--- src/rtl/haze_pkg.sv ---
// Shared types for the haze-removal pipeline: pixel width, RGB triple and
// the atmospheric-light estimator FSM states.
package haze_pkg;

  localparam int PIX_W = 8;

  typedef logic [PIX_W-1:0] pixel_t;

  typedef struct packed {
    pixel_t r;
    pixel_t g;
    pixel_t b;
  } rgb_t;

  typedef enum logic [1:0] {IDLE, ACCUM, RESULT} atm_state_t;

  function automatic pixel_t pix_min(input pixel_t a, input pixel_t b);
    return (a < b) ? a : b;
  endfunction

endpackage

--- src/rtl/atm_max_reg.sv ---
// Compare-and-hold register: keeps the largest key seen and its RGB.
// Also exposes the would-be next contents so a final beat can be folded in.
module atm_max_reg
  import haze_pkg::*;
(
  input  logic   clk,
  input  logic   rst,
  input  logic   load,
  input  logic   update,
  input  pixel_t key,
  input  rgb_t   rgb,
  output pixel_t max_key,
  output rgb_t   max_rgb,
  output pixel_t nxt_key,
  output rgb_t   nxt_rgb
);

  // Strictly greater replaces, so on ties the earliest pixel is kept.
  always_comb begin
    nxt_key = max_key;
    nxt_rgb = max_rgb;
    if (load || (update && (key > max_key))) begin
      nxt_key = key;
      nxt_rgb = rgb;
    end
  end

  always_ff @(posedge clk or posedge rst) begin
    if (rst) begin
      max_key <= '0;
      max_rgb <= '0;
    end else begin
      max_key <= nxt_key;
      max_rgb <= nxt_rgb;
    end
  end

endmodule

--- src/rtl/atmospheric_light_estimator.sv ---
// Streams one frame of {dark, R, G, B} beats and returns the RGB of the
// brightest dark-channel pixel as atmospheric light. Optional per-channel
// ceiling on the result when ATM_LIGHT_CLAMP_EN is defined.
module atmospheric_light_estimator
  import haze_pkg::*;
#(
  parameter int     CNT_W = 20,
  parameter pixel_t A_MAX = 8'd230
) (
  input  logic             clk,
  input  logic             rst,
  input  logic             in_valid,
  output logic             in_ready,
  input  logic             in_sof,
  input  logic             in_eof,
  input  pixel_t           in_dark,
  input  pixel_t           in_r,
  input  pixel_t           in_g,
  input  pixel_t           in_b,
  output logic             a_valid,
  input  logic             a_ready,
  output pixel_t           a_r,
  output pixel_t           a_g,
  output pixel_t           a_b,
  output pixel_t           a_dark,
  output logic [CNT_W-1:0] a_count
);

  atm_state_t       state, state_nxt;
  logic             accept, start, fold, done;
  logic [CNT_W-1:0] cnt_q, cnt_nxt;
  pixel_t           max_key, nxt_key;
  rgb_t             max_rgb, nxt_rgb, res_rgb;

  assign accept = in_valid & in_ready;
  assign start  = accept & in_sof;
  assign fold   = accept & ~in_sof & (state == ACCUM);
  assign done   = (start | fold) & in_eof;

  assign cnt_nxt = start ? CNT_W'(1)
                 : fold  ? ((&cnt_q) ? cnt_q : cnt_q + 1'b1)
                 : cnt_q;

  atm_max_reg u_max (
    .clk     (clk),
    .rst     (rst),
    .load    (start),
    .update  (fold),
    .key     (in_dark),
    .rgb     ('{r: in_r, g: in_g, b: in_b}),
    .max_key (max_key),
    .max_rgb (max_rgb),
    .nxt_key (nxt_key),
    .nxt_rgb (nxt_rgb)
  );

`ifdef ATM_LIGHT_CLAMP_EN
  assign res_rgb = '{r: pix_min(nxt_rgb.r, A_MAX),
                     g: pix_min(nxt_rgb.g, A_MAX),
                     b: pix_min(nxt_rgb.b, A_MAX)};
`else
  logic unused_a_max;
  assign unused_a_max = ^A_MAX;
  assign res_rgb = nxt_rgb;
`endif

  always_ff @(posedge clk or posedge rst) begin
    if (rst) state <= IDLE;
    else     state <= state_nxt;
  end

  always_comb begin
    state_nxt = state;
    case (state)
      IDLE:    if (start) state_nxt = in_eof ? RESULT : ACCUM;
      ACCUM:   if (done) state_nxt = RESULT;
      RESULT:  if (a_valid && a_ready) state_nxt = IDLE;
      default: state_nxt = IDLE;
    endcase
  end

  // Handshake flags are registered copies of the next state so neither
  // depends combinationally on the input or result handshakes.
  always_ff @(posedge clk or posedge rst) begin
    if (rst) begin
      in_ready <= 1'b1;
      a_valid  <= 1'b0;
      cnt_q    <= '0;
      a_r      <= '0;
      a_g      <= '0;
      a_b      <= '0;
      a_dark   <= '0;
      a_count  <= '0;
    end else begin
      in_ready <= (state_nxt != RESULT);
      a_valid  <= (state_nxt == RESULT);
      cnt_q    <= cnt_nxt;
      if (done) begin
        a_r     <= res_rgb.r;
        a_g     <= res_rgb.g;
        a_b     <= res_rgb.b;
        a_dark  <= nxt_key;
        a_count <= cnt_nxt;
      end
    end
  end

endmodule

--- config.mk ---
export PLATFORM = sky130hd
export DESIGN_NAME = atmospheric_light_estimator
export DESIGN_NICKNAME = d
export VERILOG_FILES = /design/src/rtl/haze_pkg.sv /design/src/rtl/atm_max_reg.sv /design/src/rtl/atmospheric_light_estimator.sv
export SDC_FILE = /design/constraint.sdc
export NUM_CORES = 1
export LEC_CHECK = 0
export BUFFER_PORTS_ARGS = -buffer_cell sky130_fd_sc_hd__buf_4
export CORE_ASPECT_RATIO = 0.7
export CORE_UTILIZATION = 50
export CTS_CLUSTER_DIAMETER = 50
export CTS_CLUSTER_SIZE = 24
export DETAILED_ROUTE_END_ITERATION = 7
export GPL_TIMING_DRIVEN = 1
export PLACE_DENSITY_LB_ADDON = 0.3
export SLEW_MARGIN = 10
export SYNTH_ARGS = -nofsm -noshare
export SYNTH_HDL_FRONTEND = slang
export SYNTH_SLANG_ARGS = --single-unit
--- constraint.sdc ---
create_clock -name clk -period 5.3 [get_ports clk]
set_clock_uncertainty 0.15 [all_clocks]
set_input_delay 1.06 -clock clk [delete_from_list [all_inputs] [get_ports clk]]
set_output_delay 1.06 -clock clk [all_outputs]
set_load 0.02 [all_outputs]
==> results.cfg <==
[logic_synthesis]
syn_area_sq_um = 4680
yosysTopAreaCellShare_pct = 57.2
yosysWarnings = 0
synth_flop_cell = dfrtp_1
syn_avg_cell_area_sq_um = 10.4
synth-seq-area-share_pct = 57.7
synth_cell_types = 43
ys_async_sr_fraction_pct = 100
synth_nets = 496
yosys.area.top_type = dfrtp_1
syn_inst = 449
synth-seq-cells = 108
synth.area.top_cells = dfrtp_1, nand2_1, o21ai_0
synth-edff-count = 0

[critical_path]
cpPeakStageDelay_ps = 490
slowest_stage = nor4bb_1
worstSetupStartpointType = primary input
crit_top_cell = buf_4
cp.arrival_ps = 3500
reg2reg_depth = 9
worstReg2RegEnd = a_r[5]$_DFFE_PP0P_
cp_cell_sequence = buf_4 -> ha_1 -> a211oi_1 -> nor2_1 -> nor4bb_1 -> o21ai_4 -> or2_0 -> buf_4 -> o221ai_1
cp_num_buf_inv = 2
worstPathRequired_ps = 5400
ff2ff_setup_slack_ps = 2330
crit_fanout = 23
cp_top_family = simple AND/OR/NAND/NOR gates
r2r-start = u_max.max_key[5]$_DFF_PP0_
critical_path_class = in -> reg
end_kind = register

[placed_design]
portBuffers = 91
gp_congestion = 0.863
hpwl_mm = 6.91

[clocking]
clk_pin_slew_ps = 70
clock-sinks = 108
clk_path_buf_depth = 2
cts_setup_buffers = 0
cts_buffers = 9
clock_latency_ps = 340
cts-root-buf = clkbuf_16
cts-htree-levels = 3
ctsResizeCount = 0
ctsHoldBuffers = 0
cts_tree = done

[power_and_ir_drop]
power.density_nw_per_um2 = 479
irDropWorstVdd_mv = 0.313
p_leak_nw = 2.71

[cells_and_area]
final_common_cell = dfrtp_1
fin_util_pct = 63.4
fillers = 760
drive_above_1_share_pct = 23.8
layout_common_cells = dfrtp_1, buf_4, nand2_1, o21ai_0
area_delta_synth_final_pct = 22.9
finalNetCount = 579
n_antenna_cell = 0

[hold_path]
min_from = a_count[2]$_DFFE_PP0P_
holdPathStages = 2
hold_path_class = reg -> reg
min_to = a_count[2]$_DFFE_PP0P_

[sta]
fin_crit_ps = 3410
finalSetupViolations = 0
whs_ps = 333
max_freq_mhz = 294
period_share_pct = 64.3
slew_headroom_pct = 31.9
fin_setup_tns_ps = 0
worstMarginPinSlew_ps = 1020
slew_violations = 0
final_hold_viol_count = 0
grt_setup_unrepaired = no

[die]
core_sq_um = 9070
die_x_microns = 118
floorplan.rows = 29
ios = 92
start_util_pct = 51.6
die_area_sq_um = 9770
dieHeight_microns = 83.0

[route]
firstDrtPassIters = 4
avgViaCountPerCell = 5.35
dr_total_vias = 3538
wl_per_cell_microns = 15.1
drt_iter0_markers = 285
drc = 0
finalWirelength_mm = 9.99
antenna_left = 0

[run_status]
status = complete, no violations

[global_route]
grt_pass1_vias = 3464
track_usage_pct = 22.1
grt_max_degree = 85
grt_overflow = 0
grt_pass1_wl_mm = 17.1
antenna_found_initial = 0

[job]
cap_viol_max_count = 0
synth_stat cells, types with 3 or more instances:
cell type	instances
dfrtp_1	107
nand4_1	10
nor2_1	29
o21ai_0	33
nor4_1	3
clkbuf_1	13
o221ai_1	18
nand3_1	14
o21ai_1	3
xor2_1	12
mux2i_1	3
buf_2	7
o211ai_1	5
o31ai_1	9
nor3_1	4
buf_1	3
nand2_1	72
mux2_2	11
inv_1	30
a221o_1	10
a21oi_1	5
and3_1	13
ha_1	9
flip-flops by register name, indices dropped and copies added, names as in the netlist:
name and count:
in_ready 1, a_valid 1, u_max.max_key 8, a_count 20, u_max.max_rgb 24, a_g 8
a_dark 8, state 2, cnt_q 20, a_r 8, a_b 8
how the worst max path moves through the flow:
| stage | start | end | cells past startpoint |
|---|---|---|---|
| floorplan | rst | a_b[0]$_DFFE_PP0P_ | 1 |
| finish | in_dark[5] | a_r[5]$_DFFE_PP0P_ | 9 |
| detailed placement | in_dark[5] | a_r[5]$_DFFE_PP0P_ | 9 |
| global route | in_dark[5] | a_r[5]$_DFFE_PP0P_ | 9 |
| CTS | in_dark[5] | a_r[5]$_DFFE_PP0P_ | 9 |
| global placement | in_dark[7] | a_r[3]$_DFFE_PP0P_ | 9 |
final cells by class:
cell class,instances,area (sq um),share of cell area (%)
Tap cell,124,155,2.70
Clock inverter,2,17.5,0.304
Multi-Input combinational cell,287,1770,30.7
Inverter,30,115,2.00
Clock buffer,14,274,4.76
Timing Repair Buffer,96,721,12.5
Sequential cell,108,2700,47.0
logic make-up (layout without fill, tap and decap cells):
kind of cell               Yosys count  count (layout)  synth area share (%)
AOI/OAI and AO/OA                   91              91                  13.6
xor gates and xnor gates            14              14                  2.62
adders and majority gates            9               9                  2.40
buffers and inverters               54             142                  4.67
DFF                                108             108                  57.7
muxes                               14              14                  3.29
and+or+nand+nor                    159             159                  15.7
power by group:
group | switching (mW) | internal, mW | leakage, nW
Combinational | 0.497 | 0.381 | 1.18
Clock | 0.282 | 0.359 | 0.143
Sequential | 0.149 | 1.09 | 1.39
Total | 0.929 | 1.83 | 2.71
worst register-to-register path: cells and delay by family (launching register included):
kind                     cells  cell delay, ps
buffers and inverters        2             380
flip-flops                   1             360
AND/OR/NAND/NOR              3            1050
adder cells (fa/ha/maj)      1             250
AO/OA/AOI/OAI                3             700
metal layers:
layer  part of all wire (%)  global-route usage (%)
met4                   0.33                    6.99
met2                     41                    30.1
met3                    6.4                    5.43
met1                     53                    34.4
met5                      0                       0
metrics by stage:
step	std cells	instance area (sq um)	power [mW]	setup WS [ps]
floorplan	449	4680	1.77	1250
global placement	645	5460	2.10	1650
detailed placement	645	5460	2.13	1570
CTS	661	5760	2.79	1930
global route	661	5760	2.92	1710
finish	661	5760	2.76	1890
No activity file was read; power rests on OpenSTA's default activity.
